==> src/rtl/eq_ctrl_pkg.sv <==
// Shared constants and types for the equalizer gain controller.
package eq_ctrl_pkg;
  localparam int NUM_BANDS  = 10;
  localparam int BAND_IDX_W = 4;

  // Band index to equalizer port: band b drives gain_(b+1).
  localparam logic [BAND_IDX_W-1:0] BAND_LOWPASS  = 4'd0;
  localparam logic [BAND_IDX_W-1:0] BAND_HIGHPASS = 4'd9;

  typedef enum logic [1:0] {IDLE, SCAN, PUBLISH} state_t;

  function automatic logic band_ok(input logic [BAND_IDX_W-1:0] b);
    return b <= BAND_HIGHPASS;
  endfunction
endpackage

==> src/rtl/eq_gain_stepper.sv <==
// Moves one gain toward its target by at most STEP, landing exactly on the target.
module eq_gain_stepper #(
  parameter int W    = 8,
  parameter int STEP = 4
) (
  input  logic [W-1:0] cur,
  input  logic [W-1:0] tgt,
  output logic [W-1:0] nxt
);
  logic [W:0] c, t, d, s;

  always_comb begin
    c   = {1'b0, cur};
    t   = {1'b0, tgt};
    s   = (W+1)'(STEP);
    d   = '0;
    nxt = tgt;
    // One extra bit keeps cur +/- STEP from wrapping near the rails.
    if (t > c) begin
      d = t - c;
      if (d > s) nxt = W'(c + s);
    end else begin
      d = c - t;
      if (d > s) nxt = W'(c - s);
    end
  end
endmodule

==> src/rtl/eq_gain_ctrl.sv <==
// Shadow/target gain registers with a per-sample scan that ramps live gains and publishes them as one set.
module eq_gain_ctrl
  import eq_ctrl_pkg::*;
#(
  parameter int GAIN_WIDTH = 8,
  parameter int STEP       = 4,
  parameter int RESET_GAIN = 64
) (
  input  logic                  clk,
  input  logic                  rst,
  input  logic                  wr_en,
  input  logic [3:0]            wr_band,
  input  logic [GAIN_WIDTH-1:0] wr_data,
  output logic                  wr_err,
  input  logic                  commit,
  input  logic                  mute,
  input  logic                  sample_tick,
  output logic [GAIN_WIDTH-1:0] gain_1,
  output logic [GAIN_WIDTH-1:0] gain_2,
  output logic [GAIN_WIDTH-1:0] gain_3,
  output logic [GAIN_WIDTH-1:0] gain_4,
  output logic [GAIN_WIDTH-1:0] gain_5,
  output logic [GAIN_WIDTH-1:0] gain_6,
  output logic [GAIN_WIDTH-1:0] gain_7,
  output logic [GAIN_WIDTH-1:0] gain_8,
  output logic [GAIN_WIDTH-1:0] gain_9,
  output logic [GAIN_WIDTH-1:0] gain_10,
  output logic                  gains_valid,
  output logic                  busy,
  output logic                  ramping,
  output logic                  overrun,
  input  logic                  overrun_clr
);
  localparam logic [GAIN_WIDTH-1:0] RST_G = GAIN_WIDTH'(RESET_GAIN);

  typedef logic [NUM_BANDS-1:0][GAIN_WIDTH-1:0] gset_t;

  state_t                state_q, state_d;
  logic [BAND_IDX_W-1:0] cnt_q;
  gset_t                 shadow_q, shadow_d, target_q, work_q, pub_q;
  logic                  pend_q;
  logic                  scan_en, pub_en, start;
  logic [GAIN_WIDTH-1:0] eff_cur, step_nxt;
  logic [NUM_BANDS-1:0]  mis;

  always_ff @(posedge clk or posedge rst)
    if (rst) state_q <= IDLE;
    else     state_q <= state_d;

  always_comb begin
    state_d = state_q;
    case (state_q)
      IDLE:    if (sample_tick) state_d = SCAN;
      SCAN:    if (cnt_q == BAND_HIGHPASS) state_d = PUBLISH;
      PUBLISH: state_d = IDLE;
      default: state_d = IDLE;
    endcase
  end

  assign busy    = state_q != IDLE;
  assign start   = state_q == IDLE && sample_tick;
  assign scan_en = state_q == SCAN;
  assign pub_en  = state_q == PUBLISH;

  // A same-cycle write is visible to a same-cycle commit copy.
  always_comb begin
    shadow_d = shadow_q;
    if (wr_en && band_ok(wr_band)) shadow_d[wr_band] = wr_data;
  end

  // Single stepper shared by all bands through the scan mux.
  assign eff_cur = mute ? '0 : target_q[cnt_q];

  eq_gain_stepper #(.W(GAIN_WIDTH), .STEP(STEP)) u_step (
    .cur (work_q[cnt_q]),
    .tgt (eff_cur),
    .nxt (step_nxt)
  );

  always_ff @(posedge clk or posedge rst) begin
    if (rst) begin
      shadow_q    <= {NUM_BANDS{RST_G}};
      target_q    <= {NUM_BANDS{RST_G}};
      work_q      <= {NUM_BANDS{RST_G}};
      pub_q       <= {NUM_BANDS{RST_G}};
      cnt_q       <= '0;
      pend_q      <= 1'b0;
      wr_err      <= 1'b0;
      gains_valid <= 1'b0;
      overrun     <= 1'b0;
    end else begin
      shadow_q    <= shadow_d;
      wr_err      <= wr_en && !band_ok(wr_band);
      gains_valid <= pub_en;

      if (start)        cnt_q <= '0;
      else if (scan_en) cnt_q <= cnt_q + 4'd1;

      if (scan_en) work_q[cnt_q] <= step_nxt;

      // Targets only move in IDLE or PUBLISH, never mid-scan.
      if (pub_en) begin
        pub_q  <= work_q;
        pend_q <= 1'b0;
        if (pend_q || commit) target_q <= shadow_d;
      end else if (commit) begin
        if (state_q == IDLE) target_q <= shadow_d;
        else                 pend_q   <= 1'b1;
      end

      if (sample_tick && busy) overrun <= 1'b1;
      else if (overrun_clr)    overrun <= 1'b0;
    end
  end

  for (genvar b = 0; b < NUM_BANDS; b++) begin : g_cmp
    assign mis[b] = pub_q[b] != (mute ? {GAIN_WIDTH{1'b0}} : target_q[b]);
  end
  assign ramping = |mis;

  assign gain_1  = pub_q[BAND_LOWPASS];
  assign gain_2  = pub_q[1];
  assign gain_3  = pub_q[2];
  assign gain_4  = pub_q[3];
  assign gain_5  = pub_q[4];
  assign gain_6  = pub_q[5];
  assign gain_7  = pub_q[6];
  assign gain_8  = pub_q[7];
  assign gain_9  = pub_q[8];
  assign gain_10 = pub_q[BAND_HIGHPASS];
endmodule
==> config.mk <==
export PLATFORM = sky130hd
export DESIGN_NAME = eq_gain_ctrl
export DESIGN_NICKNAME = d
export VERILOG_FILES = /design/src/rtl/eq_ctrl_pkg.sv /design/src/rtl/eq_gain_stepper.sv /design/src/rtl/eq_gain_ctrl.sv
export SDC_FILE = /design/constraint.sdc
export NUM_CORES = 1
export LEC_CHECK = 0
export BUFFER_PORTS_ARGS = -buffer_cell sky130_fd_sc_hd__buf_2
export CAP_MARGIN = 25
export CORE_MARGIN = 4
export CORE_UTILIZATION = 61
export DETAILED_ROUTE_END_ITERATION = 8
export PLACE_DENSITY = 0.87
export SKIP_CTS_REPAIR_TIMING = 1
export SYNTH_ARGS = -nofsm -noshare
export SYNTH_HDL_FRONTEND = slang
export SYNTH_SLANG_ARGS = --single-unit
export TNS_END_PERCENT = 100
==> constraint.sdc <==
create_clock -name clk -period 14.2 [get_ports clk]
set_clock_uncertainty 0.2 [all_clocks]
set_input_delay 1.42 -clock clk [delete_from_list [all_inputs] [get_ports clk]]
set_output_delay 1.42 -clock clk [all_outputs]
set_load 0.1 [all_outputs]
==> results of run 1 <==
cells by family after synthesis:
group	Yosys count	synth area share
flip-flops	330	0.4983
AO/OA/AOI/OAI	189	0.08007
AND/OR/NAND/NOR	264	0.08405
multiplexers	377	0.2704
XOR/XNOR	42	0.02206
buffers and inverters	110	0.02671
adder cells (fa/ha/maj)	24	0.01846
sequential cells by signal, indices dropped and copies added (netlist names):
name	count
shadow_q	80
target_q	80
work_q	80
gain_10	8
gain_1	8
gain_2	8
gain_3	8
gain_4	8
gain_5	8
gain_6	8
gain_7	8
gain_8	8
gain_9	8
cnt_q	4
state_q	2
gains_valid	1
overrun	1
pend_q	1
wr_err	1
through the flow:
stage                     setup slack (ns)  utilization  cells  hold WS [ns]
final                                8.094       0.6942   1792        0.2919
after global routing                 7.782       0.6941   1791        0.2992
after CTS                            8.210       0.6917   1788        0.2919
after detailed placement             8.011       0.6476   1724        0.2808
after global placement               7.845       0.6471   1722        0.2736
after floorplan                      3.506            -   1336        0.2612
worst max-delay path, stage by stage (launching register included):
cell and delay, ns:
dfrtp_2 0.34, buf_4 0.71, mux4_2 0.66, mux2i_1 0.14
o22a_1 0.22, nor2_1 0.09, ha_1 0.59, nand2_1 0.20
or4_1 0.53, and2_1 0.18, a31oi_1 0.43, buf_4 0.28
nor3_1 0.06, a21oi_1 0.47, mux2i_2 0.60, mux2_2 0.28
final cells by class:
| type | count | area share |
|---|---|---|
| Antenna cell | 1 | 0.0001338 |
| Clock buffer | 55 | 0.05685 |
| Clock inverter | 9 | 0.006755 |
| Inverter | 42 | 0.008828 |
| Multi-Input combinational cell | 896 | 0.4242 |
| Sequential cell | 330 | 0.4442 |
| Tap cell | 341 | 0.02281 |
| Timing Repair Buffer | 118 | 0.03625 |
worst max path at each step:
stage              from    endpoint  slack, ns  cells past startpoint
6_report       cnt_q[0]   work_q[2]       8.09                     15
5_1_grt        cnt_q[0]   work_q[2]       7.78                     13
4_1_cts        cnt_q[0]   work_q[2]       8.21                     13
3_5_place_dp       mute  work_q[10]       8.01                     15
3_3_place_gp       mute  work_q[74]       7.85                     14
2_1_floorplan       rst    cnt_q[0]       3.51                      1
cells in the final DEF (no fill, tap or decap), types with 5 or more instances in the layout:
cell	Yosys	final
nor3_1	19	19
nor2_1	101	100
nor2b_1	10	9
mux2i_1	36	36
ha_1	23	23
mux4_2	26	26
buf_2	11	104
xnor2_1	40	40
inv_1	41	40
mux2_1	7	7
clkbuf_16	0	37
a21oi_1	19	19
nor4bb_1	31	31
nand4_1	11	11
dfstp_2	40	40
mux2_2	302	302
nand2b_1	7	7
a31oi_1	39	39
o22a_1	9	9
dfrtp_1	290	288
o22ai_1	8	8
a21o_1	5	5
clkbuf_8	0	7
nand3_1	10	10
mux2i_2	6	6
o32ai_1	33	33
nand2_1	45	45
buf_4	1	11
o21ai_0	34	34
clkbuf_1	50	11
routing by layer:
metal  share of wire  global-route usage
met2            0.45              0.4891
met4           0.045              0.1164
met1            0.39              0.4341
met5         0.00012                   0
met3            0.12             0.08877
==> impl_metrics.csv, run 1 <==
group,metric,value,unit
run_status,status,"completed",
floorplan,rows,60,
timing,fin_setup_tns,0,ns
timing,drv_slew,0,
grt,antenna_found_initial,2,
drt,viasPerCell,6.840,
flow_run,maxCapViolations,0,
floorplan,die_x,173.3,um
timing,maxSlewHeadroom,0.3300,
hold_path,holdPathStages,1,
clocking,cts_made_buffers,36,
setup_path,regToRegSetupSlack,8.09,ns
logic_synthesis,postSynth.asyncResetShare,1.000,
setup_path,worstSetupStartpointType,"flip-flop",
drt,antenna_left,0,
clocking,cts_buffer_depth,3,
logic_synthesis,syn_inst,1336,
grt,grt_max_degree,187,
cells_and_area,fin_nets,1467,
drt,routedWlPerCell,27.18,um
placed_design,gp_congestion,0.9374,
setup_path,crit_required,14.45,ns
logic_synthesis,syn_avg_cell_area,12.48,um2
cells_and_area,drive_above_1_share,0.3897,
timing,setup_viol,0,
logic_synthesis,yosysTopAreaCellShare,0.4352,
placed_design,dpl_cell_area,0.01745,mm2
grt,grt_pass1_wl,73600,um
setup_path,rr_startpoint,"cnt_q[0]",
drt,firstDrtPassIters,6,
setup_path,r2r_cells,15,
logic_synthesis,yosys-top-cells-count,"302 x mux2_2, 290 x dfrtp_1, 101 x nor2_1",
timing,finalCriticalPeriod,6.106,ns
drt,drc,0,
timing,fmax,163.8,MHz
clocking,cts-root-buf,"clkbuf_16",
logic_synthesis,ys.flop_type,"dfrtp_1",
clocking,cts.sinks,330,
logic_synthesis,yosysMostFrequentCell,"mux2_2",
cells_and_area,syn_to_final_growth,12.20,%
cells_and_area,fillers,1839,
floorplan,die-area,0.03004,mm2
cells_and_area,layout.area.seq,0.008310,mm2
setup_path,timing.rr.end,"work_q[2]",
logic_synthesis,synth_nets,1379,
logic_synthesis,synth_seq_area_share,0.4983,
floorplan,ios,104,
timing,rsz0062_at_grt,"no",
logic_synthesis,synthTopCellsByArea,"dfrtp_1 44%, mux2_2 20%, dfstp_2 6.3%",
floorplan,start_util,0.6187,
logic_synthesis,ys_ff_latch,330,
floorplan,core-area,0.02695,mm2
grt,first_global_vias,12120,
floorplan,die_h,173.3,um
timing,min_period_over_period,0.4300,
timing,worst_slew_pin_slew,1.005,ns
cells_and_area,multi_input_area,0.007935,mm2
timing,final_hold_viol_count,0,
placed_design,port_buffers,103,
placed_design,dpl.hpwl,33240,um
grt,grt_use_total,0.3169,
drt,drt_iter0_markers,1370,
logic_synthesis,yosysTopAreaCell,"dfrtp_1",
setup_path,worstSetupEndpointType,"flip-flop",
drt,num_vias,12260,
logic_synthesis,synth_edf_count,0,
setup_path,worstPathArrival,6.35,ns
setup_path,criticalPathCategory,"flip-flop to flip-flop",
grt,gr-total-overflow,0,
logic_synthesis,synth_area,0.01667,mm2
cells_and_area,final_area,0.01871,mm2
clocking,tritoncts,"yes",
setup_path,worst-path-max-fanout,52,
hold_path,holdPathEnd,"shadow_q[1]",
drt,routed_wl,48700,um
hold_path,hold_path.class,"flip-flop to flip-flop",
logic_synthesis,synth.distinct_cells,67,
clocking,path_clk_slew,0.06,ns
clocking,h-tree-depth,2,
logic_synthesis,ys_warn_count,0,
hold_path,hp-start,"shadow_q[1]",
clocking,clkLatencyLatePin,0.51,ns
Power of run 1 is left out: the tool's default activity adds up to more than one toggle a clock period on the data nets, which glitch-free logic cannot reach.
==> inputs of run 2 (changes only) <==
==> constraint.sdc (replaced) <==
create_clock -name clk -period 6.3 [get_ports clk]
set_clock_uncertainty 0.2 [all_clocks]
set_input_delay 0.63 -clock clk [delete_from_list [all_inputs] [get_ports clk]]
set_output_delay 0.63 -clock clk [all_outputs]
set_load 0.1 [all_outputs]
==> impl_metrics.csv, run 2 (same netlist as run 1, synthesis figures left out) <==
group,metric,value,unit
clocking,cts_made_buffers,35,
floorplan,die_h,173.3,um
timing,fin_setup_tns,0,ns
clocking,path_clk_slew,0.06,ns
setup_path,crit_chain,"buf_4, inv_1, a2111oi_0, a31oi_1, nand4_1, o31ai_1, ha_1, nand2_1, or4_1, and2_1, a31oi_1, buf_4, nor3_1, a21oi_1, mux2i_2, mux2_2",
grt,grt_pass1_wl,74890,um
floorplan,die-area,0.03004,mm2
timing,final_hold_viol_count,0,
hold_path,hold_path.class,"primary input to flip-flop",
floorplan,core-area,0.02695,mm2
timing,fmax,180.9,MHz
cells_and_area,multi_input_area,0.007935,mm2
setup_path,crit_slowest_cell,"mux2i_2",
grt,gr-total-overflow,0,
timing,rsz0062_at_grt,"no",
placed_design,gp_congestion,1.000,
drt,antenna_left,0,
timing,finalCriticalPeriod,5.528,ns
drt,viasPerCell,6.888,
clocking,tritoncts,"yes",
setup_path,criticalPathCategory,"flip-flop to flip-flop",
flow_run,maxCapViolations,0,
floorplan,ios,104,
floorplan,rows,60,
setup_path,worstSetupEndpointType,"flip-flop",
timing,setup_viol,0,
cells_and_area,fillers,1797,
cells_and_area,final_common_cell,"mux2_2",
timing,worst_slew_pin_slew,1.057,ns
cells_and_area,fin_nets,1470,
drt,drc,0,
setup_path,crit_required,6.54,ns
setup_path,worstSetupStartpointType,"flip-flop",
clocking,cts-root-buf,"clkbuf_16",
clocking,cts.sinks,330,
drt,firstDrtPassIters,6,
placed_design,dpl.hpwl,33970,um
floorplan,die_x,173.3,um
timing,min_period_over_period,0.8775,
timing,maxSlewHeadroom,0.2928,
setup_path,crit_buf_inv,3,
setup_path,cp_top_family,"compound AO/OA/AOI/OAI gates",
grt,grt_use_total,0.3214,
timing,finalWorstSetupSlack,0.7719,ns
setup_path,worstPathArrival,5.77,ns
cells_and_area,drive_above_1_share,0.3961,
drt,drt_iter0_markers,1447,
cells_and_area,top_regs,"shadow_q x80, target_q x80, work_q x80",
timing,drv_slew,0,
clocking,cts_buffer_depth,3,
placed_design,place_worst_setup_slack,0.9023,ns
grt,first_global_vias,12350,
clocking,clkLatencyLatePin,0.52,ns
cells_and_area,layout.area.seq,0.008310,mm2
run_status,status,"completed",
cells_and_area,layout_common_cells,"302 x mux2_2, 288 x dfrtp_1, 103 x buf_2, 100 x nor2_1, 45 x nand2_1",
cells_and_area,fin_util,0.6948,
cells_and_area,syn_to_final_growth,12.31,%
timing,hold_slack,0.1724,ns
grt,grt_max_degree,169,
drt,routedWlPerCell,27.27,um
grt,antenna_found_initial,3,
drt,routed_wl,49030,um
floorplan,start_util,0.6187,
clocking,h-tree-depth,2,
placed_design,port_buffers,103,
setup_path,worst-path-max-fanout,14,
setup_path,slowest_delay,0.64,ns
drt,num_vias,12390,
run 2: cell types whose count changed in the layout (fill, tap and decap cells not counted), sizes merged:
cell / before / now
clkbuf: 55 / 50
buf: 118 / 122
inv: 42 / 46
clkinvlp: 1 / 3
diode: 1 / 3
bufinv: 3 / 2
run 2: cell type report:
type                            count  share of cell area
Multi-Input combinational cell    896              0.4238
Tap cell                          341             0.02278
Timing Repair Buffer              122             0.03715
Clock inverter                     14            0.007818
Antenna cell                        3           0.0004009
Clock buffer                       50             0.05566
Sequential cell                   330              0.4438
Inverter                           42            0.008620
run 2: worst reg2reg max path, delay by kind of cell, from the launching register on:
family,cells,cell delay [ns]
flip-flops,1,0.58
AND/OR/NAND/NOR,5,1.08
multiplexers,2,0.93
AO/OA/AOI/OAI,5,1.32
buffers and inverters,3,0.81
adder cells (fa/ha/maj),1,0.55
run 2: through the flow:
stage / instance area, um2 / cells
final: 18730 / 1798
after global routing: 18720 / 1795
after detailed placement: 17530 / 1731
after floorplan: 16680 / 1336
after CTS: 18720 / 1795
after global placement: 17520 / 1730
run 2: worst paths after layout:
| path | to | startpoint | cells past startpoint | slack [ns] |
|---|---|---|---|---|
| worst max register to register | work_q[41] | cnt_q[0] | 16 | 0.77 |
| worst min register to register | shadow_q[49] | shadow_q[49] | 1 | 0.29 |
| worst min-delay path | overrun | sample_tick | 2 | 0.17 |
| worst max-delay path | work_q[41] | cnt_q[0] | 16 | 0.77 |
| max in group asynchronous | cnt_q[0] | rst | 3 | 4.99 |
| min in group asynchronous | target_q[39] | rst | 3 | 0.19 |
run 2: per-layer routing:
metal | global-route usage | vias to the layer above | routed length [um]
li1 | - | 5120 | -
met3 | 0.09422 | 200 | 5933
met4 | 0.1234 | 0 | 2452
met5 | 0 | - | 0
met1 | 0.4373 | 6248 | 18790
met2 | 0.4934 | 817 | 21860
Power of run 2 is left out for the same reason.
==> inputs of run 3 (changes only) <==
--- a/config.mk
+++ b/config.mk
@@ -7,8 +7,10 @@
 export LEC_CHECK = 0
 export BUFFER_PORTS_ARGS = -buffer_cell sky130_fd_sc_hd__buf_2
 export CAP_MARGIN = 25
+export CELL_PAD_IN_SITES_DETAIL_PLACEMENT = 0
+export CELL_PAD_IN_SITES_GLOBAL_PLACEMENT = 1
 export CORE_MARGIN = 4
-export CORE_UTILIZATION = 61
+export CORE_UTILIZATION = 50
 export DETAILED_ROUTE_END_ITERATION = 8
 export PLACE_DENSITY = 0.87
 export SKIP_CTS_REPAIR_TIMING = 1
==> impl_metrics.csv, run 3 (same netlist as run 1, synthesis figures left out) <==
group,metric,value,unit
run_status,status,"completed",
placed_design,gp_congestion,0.9223,
cells_and_area,drive_above_1_share,0.3988,
drt,drt_iter0_markers,1029,
drt,highest_layer,"met5",
floorplan,ios,104,
setup_path,r2r_cells,13,
grt,grt_pass1_wl,73920,um
setup_path,crit_slowest_cell,"dfrtp_2",
floorplan,rows,66,
clocking,cts_buffer_depth,3,
setup_path,worst-path-max-fanout,14,
cells_and_area,n_antenna_cell,0,
grt,antenna_found_initial,6,
setup_path,criticalPathCategory,"flip-flop to flip-flop",
timing,finalCriticalPeriod,5.598,ns
clocking,path_clk_slew,0.06,ns
timing,maxSlewHeadroom,0.2959,
setup_path,crit_required,6.54,ns
clocking,cts.sinks,330,
drt,wl_met2,22060,um
timing,rsz0062_at_grt,"no",
grt,first_global_vias,11800,
timing,fmax,178.6,MHz
timing,fin_setup_tns,0,ns
timing,min_period_over_period,0.8886,
drt,routedWlPerCell,25.60,um
floorplan,die_x,190.6,um
drt,viasPerCell,6.293,
clocking,cts-root-buf,"clkbuf_16",
timing,worst_slew_pin_slew,1.052,ns
clocking,h-tree-depth,2,
clocking,tritoncts,"yes",
drt,drt-met1-wl,20260,um
clocking,clkLatencyLatePin,0.51,ns
timing,setup_viol,0,
cells_and_area,syn_to_final_growth,13.73,%
placed_design,dpl.hpwl,36020,um
timing,drv_slew,0,
cells_and_area,final_common_cell,"mux2_2",
setup_path,worstPathArrival,5.84,ns
grt,gr-total-overflow,0,
drt,firstDrtPassIters,6,
cells_and_area,top_regs,"shadow_q x80, target_q x80, work_q x80",
setup_path,crit_chain,"buf_4, mux4_2, a221oi_2, ha_1, inv_1, a221oi_2, o311ai_1, or4_1, or4_4, nor3_1, a21oi_1, mux2i_2, mux2_2",
setup_path,slowest_delay,0.63,ns
setup_path,worstSetupEndpointType,"flip-flop",
grt,grt_use_total,0.2680,
floorplan,die_h,190.6,um
grt,grt_max_degree,66,
hold_path,hold_path.class,"primary input to async pin",
cells_and_area,layout_common_cells,"302 x mux2_2, 288 x dfrtp_1, 103 x buf_2, 100 x nor2_1, 45 x nand2_1",
setup_path,worstSetupStartpointType,"flip-flop",
setup_path,path_common_cell,"a221oi_2",
flow_run,maxCapViolations,0,
drt,dr_wl_met3,5110,um
cells_and_area,fin_nets,1479,
floorplan,core-area,0.03270,mm2
placed_design,port_buffers,103,
drt,routed_wl,48750,um
drt,num_vias,11980,
timing,final_hold_viol_count,0,
floorplan,die-area,0.03633,mm2
drt,drc,0,
drt,antenna_left,0,
floorplan,start_util,0.5099,
clocking,cts_made_buffers,36,
-- run 3: critical path: cells and delay by family (launching register included) --
| family | cells | cell delay [ns] |
|---|---|---|
| compound gates | 4 | 1.10 |
| fa+ha+maj | 1 | 0.49 |
| buf+inv | 2 | 0.44 |
| flops | 1 | 0.63 |
| mux | 3 | 1.40 |
| simple gates | 3 | 1.25 |
-- run 3: area by class of cell --
type / count / area, um2
Timing Repair Buffer: 130 / 750.7
Sequential cell: 330 / 8310
Fill cell: 2724 / 13740
Clock buffer: 52 / 1082
Multi-Input combinational cell: 896 / 7935
Inverter: 42 / 161.4
Clock inverter: 12 / 170.2
Tap cell: 442 / 553.0
-- run 3: final timing paths --
check / from / end / slack, ns
hold / removal: rst / target_q[47] / 0.05
hold reg to reg: shadow_q[18] / shadow_q[18] / 0.29
max in group asynchronous: rst / gain_5[6] / 4.09
min in group clk: sample_tick / overrun / 0.17
setup reg to reg: cnt_q[0] / work_q[42] / 0.70
setup / recovery: cnt_q[0] / work_q[42] / 0.70
-- run 3: metrics by stage --
step / std cells / instance area (um2) / hold WS [ns] / utilization / worst slack [ns]
2_1_floorplan: 1336 / 16680 / 0.2612 / - / 1.096
3_3_place_gp: 1838 / 17680 / 0.2733 / 0.5405 / 0.8439
3_5_place_dp: 1839 / 17700 / 0.2787 / 0.5414 / 0.7511
4_1_cts: 1903 / 18960 / 0.04766 / 0.5797 / 0.7470
5_1_grt: 1904 / 18960 / 0.09240 / 0.5799 / 0.3862
6_report: 1904 / 18960 / 0.04576 / 0.5799 / 0.7021
-- run 3: layer usage --
| layer | global-route usage | up-vias |
|---|---|---|
| met1 | 0.3762 | 6189 |
| met4 | 0.07431 | 4 |
| li1 | - | 5141 |
| met3 | 0.08037 | 91 |
| met2 | 0.4094 | 557 |
| met5 | 0 | - |
Power of run 3 is left out for the same reason.
